$ cat config.mk
export PLATFORM = sky130hd
export DESIGN_NAME = plot_sink
export DESIGN_NICKNAME = d
export VERILOG_FILES = /design/src/rtl/plot_sink_pkg.sv /design/src/rtl/plot_sink_fifo.sv /design/src/rtl/plot_sink.sv
export SDC_FILE = /design/constraint.sdc
export NUM_CORES = 1
export LEC_CHECK = 0
export ABC_AREA = 1
export BUFFER_PORTS_ARGS = -buffer_cell sky130_fd_sc_hd__buf_2
export CAP_MARGIN = 25
export CORE_ASPECT_RATIO = 1.5
export CORE_MARGIN = 2
export CORE_UTILIZATION = 40
export DETAILED_ROUTE_END_ITERATION = 7
export GPL_TIMING_DRIVEN = 0
export SYNTH_ARGS = -nofsm -noshare
export SYNTH_HDL_FRONTEND = slang
export SYNTH_HIERARCHICAL = 1
export SYNTH_SLANG_ARGS = --single-unit
export TNS_END_PERCENT = 50
$ cat constraint.sdc
create_clock -name CLOCK_50 -period 5.4 [get_ports CLOCK_50]
set_clock_uncertainty 0.1 [all_clocks]
set_input_delay 0.27 -clock CLOCK_50 [delete_from_list [all_inputs] [get_ports CLOCK_50]]
set_output_delay 0.27 -clock CLOCK_50 [all_outputs]
set_load 0.005 [all_outputs]
$ cat src/rtl/plot_sink_pkg.sv
// Shared definitions for the pixel-plot sink: screen geometry, colour names,
// the plot command record carried through the FIFO, and the controller states.
package plot_sink_pkg;

    localparam logic [7:0]  SCREEN_WIDTH  = 8'd160;
    localparam logic [6:0]  SCREEN_HEIGHT = 7'd120;
    localparam int          ADDR_W        = 15;
    localparam logic [14:0] FB_WORDS      = 15'd19200;
    localparam logic [14:0] FB_LAST       = FB_WORDS - 15'd1;

    // Colours are {R,G,B}, one bit per channel
    localparam logic [2:0] BLACK  = 3'b000;
    localparam logic [2:0] BLUE   = 3'b001;
    localparam logic [2:0] GREEN  = 3'b010;
    localparam logic [2:0] YELLOW = 3'b110;
    localparam logic [2:0] RED    = 3'b100;
    localparam logic [2:0] WHITE  = 3'b111;

    localparam int CMD_W = 18;

    typedef struct packed {
        logic [7:0] x;
        logic [6:0] y;
        logic [2:0] colour;
    } plot_cmd_t;

    typedef enum logic [1:0] {
        CLEAR = 2'd0,
        RUN   = 2'd1,
        DRAIN = 2'd2
    } state_t;

    // Row-major framebuffer word address; operands widened first so the
    // product cannot wrap inside a narrower intermediate
    function automatic logic [14:0] pixel_addr(input logic [7:0] px, input logic [6:0] py);
        logic [14:0] row_base;
        row_base = 15'(py) * 15'(SCREEN_WIDTH);
        return row_base + 15'(px);
    endfunction

endpackage

$ cat src/rtl/plot_sink_fifo.sv
// Small synchronous FIFO holding accepted on-screen plot commands between the
// drawing side and the framebuffer write register.
module plot_fifo #(
    parameter int FIFO_DEPTH = 4,
    parameter int DATA_W     = 18
) (
    input  logic              clk,
    input  logic              rst_n,
    input  logic              push,
    input  logic              pop,
    input  logic [DATA_W-1:0] din,
    output logic [DATA_W-1:0] dout,
    output logic              full,
    output logic              empty
);

    localparam int PTR_W = $clog2(FIFO_DEPTH);

    logic [DATA_W-1:0] storage [FIFO_DEPTH];
    logic [PTR_W:0]    wr_ptr;
    logic [PTR_W:0]    rd_ptr;
    logic              do_push;
    logic              do_pop;

    // Pointers carry one extra wrap bit so full and empty are distinguishable
    assign empty   = (wr_ptr == rd_ptr);
    assign full    = (wr_ptr[PTR_W] != rd_ptr[PTR_W]) &&
                     (wr_ptr[PTR_W-1:0] == rd_ptr[PTR_W-1:0]);
    assign do_push = push && !full;
    assign do_pop  = pop && !empty;
    assign dout    = storage[rd_ptr[PTR_W-1:0]];

    // Pointer bookkeeping; a reset simply forgets whatever was queued
    always_ff @(posedge clk or negedge rst_n) begin
        if (!rst_n) begin
            wr_ptr <= '0;
            rd_ptr <= '0;
        end else begin
            if (do_push) begin
                wr_ptr <= wr_ptr + (PTR_W+1)'(1);
            end
            if (do_pop) begin
                rd_ptr <= rd_ptr + (PTR_W+1)'(1);
            end
        end
    end

    // Entry storage needs no reset since the pointers gate every read
    always_ff @(posedge clk) begin
        if (do_push) begin
            storage[wr_ptr[PTR_W-1:0]] <= din;
        end
    end

endmodule

$ cat src/rtl/plot_sink.sv
// Receiving end of the pixel-plot interface: bounds-checks plot commands,
// queues on-screen ones and writes them into the 3-bit framebuffer, and
// sweeps the whole screen to a fixed colour after reset or on request.
module plot_sink
    import plot_sink_pkg::*;
#(
    parameter int         FIFO_DEPTH   = 4,
    parameter logic [2:0] CLEAR_COLOUR = BLACK
) (
    input  logic        CLOCK_50,
    input  logic        resetn,
    input  logic [7:0]  x,
    input  logic [6:0]  y,
    input  logic [2:0]  colour,
    input  logic        plot,
    output logic        ready,
    input  logic        clear,
    output logic        busy,
    output logic [14:0] mem_addr,
    output logic [2:0]  mem_data,
    output logic        mem_wren,
    input  logic        mem_ready,
    output logic        dropped,
    output logic        overflow
);

    state_t            state;
    plot_cmd_t         in_cmd;
    plot_cmd_t         head_cmd;
    logic [CMD_W-1:0]  fifo_din;
    logic [CMD_W-1:0]  fifo_dout;
    logic              fifo_full;
    logic              fifo_empty;
    logic              on_screen;
    logic              accept;
    logic              push;
    logic              pop;
    logic              wr_done;
    logic              reg_free;

    assign in_cmd.x      = x;
    assign in_cmd.y      = y;
    assign in_cmd.colour = colour;
    assign fifo_din      = in_cmd;
    assign head_cmd      = plot_cmd_t'(fifo_dout);

    // Handshake and pipeline control; a raised clear closes the door the same
    // cycle so nothing new slips in behind the drain
    assign on_screen = (x < SCREEN_WIDTH) && (y < SCREEN_HEIGHT);
    assign ready     = (state == RUN) && !fifo_full && !clear;
    assign busy      = (state != RUN);
    assign accept    = plot && ready;
    assign push      = accept && on_screen;
    assign wr_done   = mem_wren && mem_ready;
    assign reg_free  = !mem_wren || wr_done;
    assign pop       = ((state == RUN) || (state == DRAIN)) && reg_free && !fifo_empty;

    plot_fifo #(
        .FIFO_DEPTH (FIFO_DEPTH),
        .DATA_W     (CMD_W)
    ) u_fifo (
        .clk   (CLOCK_50),
        .rst_n (resetn),
        .push  (push),
        .pop   (pop),
        .din   (fifo_din),
        .dout  (fifo_dout),
        .full  (fifo_full),
        .empty (fifo_empty)
    );

    // Controller and framebuffer write register; mem_addr doubles as the
    // sweep counter while clearing
    always_ff @(posedge CLOCK_50 or negedge resetn) begin
        if (!resetn) begin
            state    <= CLEAR;
            mem_wren <= 1'b0;
            mem_addr <= '0;
            mem_data <= '0;
            dropped  <= 1'b0;
            overflow <= 1'b0;
        end else begin
            dropped <= accept && !on_screen;
            if (plot && !ready) begin
                overflow <= 1'b1;
            end

            case (state)
                CLEAR: begin
                    if (!mem_wren) begin
                        mem_wren <= 1'b1;
                        mem_addr <= '0;
                        mem_data <= CLEAR_COLOUR;
                    end else if (mem_ready) begin
                        if (mem_addr == FB_LAST) begin
                            state    <= RUN;
                            mem_wren <= 1'b0;
                        end else begin
                            mem_addr <= mem_addr + 15'd1;
                        end
                    end
                end

                RUN, DRAIN: begin
                    if (pop) begin
                        mem_wren <= 1'b1;
                        mem_addr <= pixel_addr(head_cmd.x, head_cmd.y);
                        mem_data <= head_cmd.colour;
                    end else if (wr_done) begin
                        mem_wren <= 1'b0;
                    end

                    if ((state == RUN) && clear) begin
                        state <= DRAIN;
                    end else if ((state == DRAIN) && fifo_empty && reg_free) begin
                        state    <= CLEAR;
                        mem_wren <= 1'b1;
                        mem_addr <= '0;
                        mem_data <= CLEAR_COLOUR;
                    end
                end

                default: begin
                    state    <= CLEAR;
                    mem_wren <= 1'b0;
                end
            endcase
        end
    end

endmodule

Yosys cells after proc, flatten, opt, wreduce, memory -nomap -nowiden
Memories as Yosys holds them, arrays and structs flattened.
Cells that the tools add are included.
{ "totals": {"memories": 1, "mem_bits_ro": 0, "latchBits": 0, "ff_bits": 29, "word_cells": 88, "mem_bits_rw": 72} }
{ "memory_table": {"columns": ["name", "words", "word_bits", "rd", "rd_clocked_by_memory_dff", "wr", "line_no", "text"], "rows": [
  ["u_fifo.storage", 4, 18, 1, 0, 1, "plot_sink_fifo.sv:19", "logic [DATA_W-1:0] storage [FIFO_DEPTH];"]
]} }
{ "op_classes": {"n_shift": 0, "n_mul": 1, "n_reduce_logical": 30, "div_mod_pow": 0, "add_sub_neg": 4, "n_eq_ne": 14, "muxes": 28, "order_cmp": 2, "n_bitwise": 0} }
{ "op_table": {"columns": ["op", "count"], "rows": [
  ["$mux 15", 6],
  ["$pmux 15 s2", 1],
  ["$logic_and 1x1->1", 16],
  ["$add 15x1->15 const B", 1],
  ["$add 15x8->15", 1],
  ["$eq 15x15->1 const B", 1],
  ["$mux 3", 4],
  ["$mul 7x3->10 const B", 1],
  ["$mux 2", 5],
  ["$mux 1", 9],
  ["$ne 3x3->1 const B", 3],
  ["$lt 8x8->1 const B", 1],
  ["$ne 2x2->1 const B", 4],
  ["$lt 7x7->1 const B", 1],
  ["$add 3x1->3 const B", 2],
  ["$logic_not 1->1", 6],
  ["$pmux 3 s2", 1],
  ["$pmux 2 s2", 1],
  ["$reduce_and 4->1", 1],
  ["$eq 3x3->1", 1],
  ["$reduce_and 3->1", 1],
  ["$eq 2x1->1 const B", 1],
  ["$eq 2x2->1", 1],
  ["$eq 2x2->1 const B", 1],
  ["other kinds (8)", 9]
]} }

Longest topological paths before layout
Gate-level depths: netlist (run 1).
{ "depth": {"ltp_word": 10, "depth_mapped": 21, "depth_no_buf": 19} }

Cells and area by module
Netlist (run 1), hierarchy kept.
{ "modules_own_cells": {"columns": ["module", "cells_each", "area_each_um2", "instances"], "rows": [
  ["plot_fifo", 235, 3084.2, 1],
  ["plot_sink", 343, 2289.7, 1]
]} }

Least setup slack after synthesis (run 1)
OpenSTA, ideal clock, no wires.
{ "synth_timing": {"path_kind": "reg-to-reg", "startpoint": "reg u_fifo.rd_ptr[0]", "endpoint": "reg mem_addr[13]", "n_path_buf": 2, "t_arrival_ns": 2.890, "synth_period_minus_slack_ns": 3.107, "required_ns": 5.184, "stages_incl_launch_ff": 20, "path_slack_ns": 2.293, "setup_time_ns": 0.116, "cell_sequence": "dfrtp_1 -> inv_1 -> buf_2 -> buf_2 -> nor2_1 -> o22ai_1 -> ha_1 -> ha_1 -> inv_1 -> fa_1 -> nor2_1 -> nand2_1 -> nor2_1 -> nand3_1 -> o21ai_0 -> nand3_1 -> nand2_1 -> nand2_1 -> nand2_1 -> nand2_1"} }
{ "synth_between": {"elab_chain_len": 7, "elab_cells_between_ends": 12, "classes_between": "1 x add/sub; 1 x mul; 1 x eq/ne; 4 x mux; 4 x reduce/logical; 1 x memory"} }
{ "synth_rtl": {"columns": ["element", "line_no", "text"], "rows": [
  ["start: declaration", "plot_sink_fifo.sv:21", "logic [PTR_W:0] rd_ptr;"],
  ["start signal: assignment", "plot_sink_fifo.sv:43", "rd_ptr <= rd_ptr + (PTR_W+1)'(1);"],
  ["$mem_v2 4x18 (*)", null, null],
  ["via fifo_dout[4]", "plot_sink.sv:31", "logic [CMD_W-1:0] fifo_dout;"],
  ["$mul 7x3->10 (*)", "plot_sink_pkg.sv:37", "row_base = 15'(py) * 15'(SCREEN_WIDTH);"],
  ["$add 15x8->15 (*)", "plot_sink_pkg.sv:38", "return row_base + 15'(px);"],
  ["$mux 15 (*)", "plot_sink.sv:105", "if (pop) begin"],
  ["$mux 15", "plot_sink.sv:115", "end else if ((state == DRAIN) && fifo_empty && reg_free) begin"],
  ["$mux 15 (*)", "plot_sink.sv:113", "if ((state == RUN) && clear) begin"],
  ["$pmux 15 s2 (*)", "plot_sink.sv:88", "case (state)"],
  ["end signal: assignment", "plot_sink.sv:99", "mem_addr <= mem_addr + 15'd1;"],
  ["end signal: assignment", "plot_sink.sv:107", "mem_addr <= pixel_addr(head_cmd.x, head_cmd.y);"],
  ["end: declaration", "plot_sink.sv:19", "output logic [14:0] mem_addr,"]
]} }
Mark *: on every way through the listed nets, which the timed path passes. The rest lies on a longest branch.
A chain may end at the register's enable or synchronous reset.

Final worst setup path (run 1)
{ "layout_timing": {"startpoint": "reg u_fifo.rd_ptr[0]", "endpoint": "reg mem_addr[11]"} }
Same word-level chain as after synthesis.

==> results of run 1 <==
[path summary, 6_finish.rpt]
| path | from | to | slack [ps] |
|---|---|---|---|
| worst max-delay path | u_fifo/rd_ptr[0] | mem_addr[11] | 1750 |
| worst min-delay path | colour[0] | u_fifo/storage[2][0] | 30 |
| worst max register to register | u_fifo/rd_ptr[0] | mem_addr[11] | 1750 |
| worst min register to register | overflow | overflow | 380 |
| max in group asynchronous | resetn | u_fifo/rd_ptr[2] | 4340 |
| min in group asynchronous | resetn | mem_addr[1] | 400 |
[cells in the final DEF, fill, tap and decap left out, types with 2 or more instances in the layout]
master,count
clkbuf_1,3
o21ai_0,63
inv_1,53
nand2_1,104
ha_1,23
nand3_2,3
buf_8,3
nor2_2,5
fa_1,2
nor3_1,9
buf_2,54
clkbuf_16,9
or2_2,2
o22ai_1,22
nand4_1,7
nand2_2,12
nor2_1,70
xor2_1,2
dfrtp_1,29
edfxtp_1,72
inv_2,3
clkbuf_2,2
a21oi_1,20
o21ai_2,10
nand3_1,35
clkinvlp_4,3
a31oi_1,2
[area by class of cell]
class / count / area, sq um / area share (%)
multi-input cells: 402 / 2170 / 35.2
well taps: 159 / 199 / 3.23
clock buffers: 9 / 225 / 3.65
inverters: 58 / 220 / 3.57
flip-flops and latches: 101 / 2890 / 46.8
plain buffers: 17 / 100 / 1.62
clock inverters: 7 / 67.6 / 1.10
repair buffers: 49 / 293 / 4.75
[metal layers]
layer,track usage (%),vias up
met5,0,-
met4,6.92,0
met3,3.46,23
met2,33.5,93
met1,20.7,2031
li1,-,2096
[logic make-up after synthesis]
kind of cell | count (synthesis)
DFF | 101
adders and majority gates | 25
AOI/OAI and AO/OA | 121
buffers and inverters | 75
xor gates and xnor gates | 3
and+or+nand+nor | 253
[synth_stat cells (7+ instances only)]
cell type	count
o21ai_0	63
ha_1	23
nand2_1	104
a21oi_1	20
nand4_1	7
nand2_2	12
edfxtp_1	72
nand3_1	35
inv_1	53
nor3_1	9
buf_2	9
o21ai_2	10
dfrtp_1	29
nor2_1	73
o22ai_1	22
[power by group]
part           internal (mW)  switching [mW]  leakage (nW)  total, mW
registers              0.848          0.0304          1.03      0.878
clock network          0.322           0.307         0.133      0.629
logic                 0.0577          0.0873          1.46      0.145
[sequential cells by signal (all words and copies together) (netlist names)]
| register | flops |
|---|---|
| dropped | 1 |
| mem_addr | 15 |
| mem_data | 3 |
| mem_wren | 1 |
| overflow | 1 |
| state | 2 |
| u_fifo/rd_ptr | 3 |
| u_fifo/storage | 72 |
| u_fifo/wr_ptr | 3 |
[metrics by stage]
stage	power [mW]	setup WS, ps	cells	cell area (sq um)
6_report	1.65	1750	802	6170
5_1_grt	1.71	1350	802	6170
4_1_cts	1.67	1750	802	6170
2_1_floorplan	0.977	2290	578	5370
3_5_place_dp	1.04	1760	785	5860
3_3_place_gp	1.04	1690	782	5800
==> impl_metrics.yaml, run 1 <==
global_route:
  grt_pass1_vias: 4228
  grt_pass1_wl_um: 20700
  grt_max_degree: 30
  grt_overflow: 0
  antenna_found_initial: 0
  grt_util_all_layers_pct: 18.3
finish:
  antenna_cells: 0
  layout-drive-gt1-share_pct: 18.5
  final_core_util_pct: 47.1
  syn_to_final_growth_pct: 14.7
  nets: 686
  fill_cells: 1233
critical_path:
  crit_buf_inv: 4
  r2r_cells: 17
  required_ps: 5540
  crit_fanout: 10
  path_class: "register to register"
  slowest_delay_ps: 420
  cp_cell_sequence: "inv_1, buf_2, buf_2, nor2_1, o22ai_1, ha_1, ha_1, inv_1, fa_1, nor2_1, nand2_1, nor2_1, nand3_1, a21oi_1, o21ai_0, nand2_1, o21ai_2"
  cp_top_family: "adder cells"
  critical_path_depth: 17
  arrival_ps: 3790
  slowest_stage: "dfrtp_1"
  cp-start-kind: "register"
  crit_top_cell: "nor2_1"
  end_kind: "register"
synthesis:
  yosys.area_share.simple_pct: 21.0
  syn_nets: 626
  ys_seq_area_share_pct: 53.7
  synth_top_area_cell: "edfxtp_1"
  synth-seq-cells: 101
  synth_xor_area_share_pct: 0.489
  synth_cell_types: 40
  synth.area.top_cells: "edfxtp_1, dfrtp_1, nand2_1"
  synth_compound_area_share_pct: 12.7
  avgSynthCellArea_sq_um: 9.30
  syn_area_sq_um: 5370
  synthArstFlopShare_pct: 28.7
  muxShareOfSynthArea_pct: 0
  yosysWarningCount: 6
  ys.flop_type: "edfxtp_1"
  netlist.area_leader.share_pct: 40.2
  synth-edff-count: 72
  synth_top_family_by_area: "simple AND/OR/NAND/NOR gates"
  synthAdderAreaFrac_pct: 6.10
  syn_inst: 578
pwr:
  p_leak_nw: 2.62
  vdd_drop_max_uv: 141
  p_per_area_nw_per_um2: 268
clock_network:
  cts_max_level: 3
  cts_tree: "yes"
  clock-sinks: 101
  clkLatencyLatePin_ps: 350
  cts_resized: 0
  post_cts_buffers: 0
  clkTransAtPathRegs_ps: 70
  cts_root_buf: "clkbuf_16"
  hold_buffers: 1
  max-clock-path-buffers: 2
  cts_buffers: 9
floorplan:
  die-area_sq_um: 14400
  start_util_pct: 41.1
  pin_count: 46
  die_w_um: 98.6
  num_rows: 51
  fp.dieH_um: 146
  core-area_sq_um: 13100
timing:
  tightest_slew_ps: 853
  setup_tns_ps: 0
  finalHoldViolCount: 0
  finalCriticalPeriod_ps: 3650
  post-route-period-util_pct: 67.6
  setup_viol: 0
  slew_viol_final: 0
  slew_headroom_pct: 43.1
  hold_ws_ps: 26.0
  rsz0062_at_grt: "no"
  max_freq_mhz: 274
routing:
  drc: 0
  wl_met3_um: 404
  vias_per_cell: 5.29
  wl_met1_um: 5190
  drt_iter0_markers: 229
  routed_wl_um: 12900
  wire_per_inst_um: 16.0
  wl_met2_um: 6950
  first_pass_iters: 4
  num_vias: 4243
  ant_nets: 0
  highest_layer: "met4"
worst_hold_path:
  hold_depth: 1
  hp-class: "input port to register"
place:
  io_buffer_count: 45
  dp_hpwl_um: 9410
  place_congestion: 0.905
run:
  maxCapViolations: 0
status:
  status: "complete, no violations"
(Power assumes the default switching activity.)
==> inputs of run 2 (changes only) <==
==> constraint.sdc (replaced) <==
create_clock -name CLOCK_50 -period 3.6 [get_ports CLOCK_50]
set_clock_uncertainty 0.1 [all_clocks]
set_input_delay 0.18 -clock CLOCK_50 [delete_from_list [all_inputs] [get_ports CLOCK_50]]
set_output_delay 0.18 -clock CLOCK_50 [all_outputs]
set_load 0.005 [all_outputs]
==> impl_metrics.yaml, run 2 (same netlist as run 1, synthesis figures left out) <==
finish:
  syn_to_final_growth_pct: 19.3
  final_common_cell: "nand2_1"
  antenna_cells: 0
  final_area_sq_um: 6410
  fill_cells: 1215
  nets: 707
  multi_input_area_sq_um: 2190
  largest_reg_flops: 72
  mostFrequentLayoutCells: "nand2_1, edfxtp_1, nor2_1"
  register_area_sq_um: 2890
  layout-drive-gt1-share_pct: 19.1
clock_network:
  clock-sinks: 101
  cts_tree: "yes"
  cts_root_buf: "clkbuf_16"
  clkLatencyLatePin_ps: 350
  max-clock-path-buffers: 2
  cts_buffers: 9
  cts_max_level: 3
  clkTransAtPathRegs_ps: 80
timing:
  fin_ws_ps: 291
  setup_tns_ps: 0
  finalCriticalPeriod_ps: 3310
  slew_viol_final: 0
  hold_ws_ps: 22.3
  finalHoldViolCount: 0
  max_freq_mhz: 302
  post-route-period-util_pct: 91.9
  slew_headroom_pct: 43.1
  tightest_slew_ps: 853
  setup_viol: 0
critical_path:
  end_kind: "register"
  rr_startpoint: "u_fifo/rd_ptr[1]"
  arrival_ps: 3450
  cp-start-kind: "register"
  required_ps: 3740
  worstSetupStartpoint: "u_fifo/rd_ptr[1]"
  crit_fanout: 10
  path_class: "register to register"
routing:
  drt_iter0_markers: 225
  drc: 0
  wire_per_inst_um: 15.7
  num_vias: 4313
  ant_nets: 0
  vias_per_cell: 5.24
  first_pass_iters: 5
  routed_wl_um: 13000
floorplan:
  core-area_sq_um: 13100
  start_util_pct: 41.1
  die-area_sq_um: 14400
  pin_count: 46
  die_w_um: 98.6
  fp.dieH_um: 146
  num_rows: 51
pwr:
  p_per_area_nw_per_um2: 389
  p_leak_nw: 2.73
  p_clk_share_pct: 37.7
  switchingPower_mw: 0.636
  pwr-share-comb_pct: 9.4
  vdd_drop_max_uv: 215
  seq_power_share_pct: 52.9
  p_total_mw: 2.49
  swShare_pct: 25.5
  intPower_mw: 1.86
global_route:
  gr-usage-met2_pct: 33.7
  grt_pass1_wl_um: 20700
  use_met3_pct: 3.41
  grt-busiest-layer: "met2"
  grt_overflow: 0
  grt_pass1_vias: 4237
  grt_use_met1_pct: 20.7
  antenna_found_initial: 0
  grt_util_all_layers_pct: 18.3
  grt_max_degree: 30
status:
  status: "complete, no violations"
worst_hold_path:
  hp-class: "input port to register"
  hold_path.startpoint: "clear"
place:
  placed_area_sq_um: 5860
  dp_slack_ps: -40.3
  io_buffer_count: 45
  place_congestion: 0.905
  dp_hpwl_um: 9410
run:
  maxCapViolations: 0
run 2: layout make-up:
class | count | share of cell area, %
multi-input cells | 402 | 34.2
plain buffers | 17 | 1.87
well taps | 159 | 3.10
inverters | 58 | 3.44
clock buffers | 9 | 3.51
repair buffers | 70 | 7.77
clock inverters | 7 | 1.05
flip-flops and latches | 101 | 45.1
run 2: final timing paths:
kind,end,slack (ps),depth (start not counted)
max,mem_addr[11],290,15
min,overflow,20,3
max reg2reg,mem_addr[11],290,15
min reg2reg,overflow,380,1
max in group asynchronous,u_fifo/rd_ptr[2],2620,2
min in group asynchronous,mem_addr[3],310,2
run 2: per-stage QoR:
step           std cells  utilization [%]
2_1_floorplan        578                -
3_3_place_gp         782             44.3
3_5_place_dp         785             44.8
4_1_cts              821             48.6
5_1_grt              823             49.0
6_report             823             49.0
run 2: worst max-delay path, stage by stage, from the launching register on:
cell and delay [ps]:
dfrtp_1 440, buf_2 270, o21ai_0 160, o22ai_2 280
ha_1 280, ha_1 230, inv_1 70, fa_1 420
nor2_1 150, nand2_1 100, nor2_1 90, nand3_1 120
a21oi_1 260, o21ai_0 110, nand2_1 80, o21ai_2 50
run 2: power by group through the flow:
stage / registers [mW] / clock network [mW] / logic, mW
after floorplan: 1.33 / 0 / 0.133
after global placement: 1.34 / 0 / 0.215
after detailed placement: 1.34 / 0 / 0.219
after CTS: 1.32 / 0.967 / 0.235
after global routing: 1.32 / 1.00 / 0.262
final: 1.32 / 0.940 / 0.234
run 2: routing by layer:
| metal | share of wire (%) | wire, um |
|---|---|---|
| met3 | 3.1 | 405 |
| met2 | 54 | 7020 |
| met4 | 2.4 | 313 |
| met1 | 40 | 5220 |
| met5 | 0 | 0 |
run 2: repair_timing:
action                                  4_1_cts  5_1_grt
resized for setup                             1       19
endpoints found under the setup margin        2        5
setup buffers                                 0        2
pin swaps                                     0        2
hold endpoints to repair                    103        0
gates cloned                                  0        0
hold buffers                                 20        0
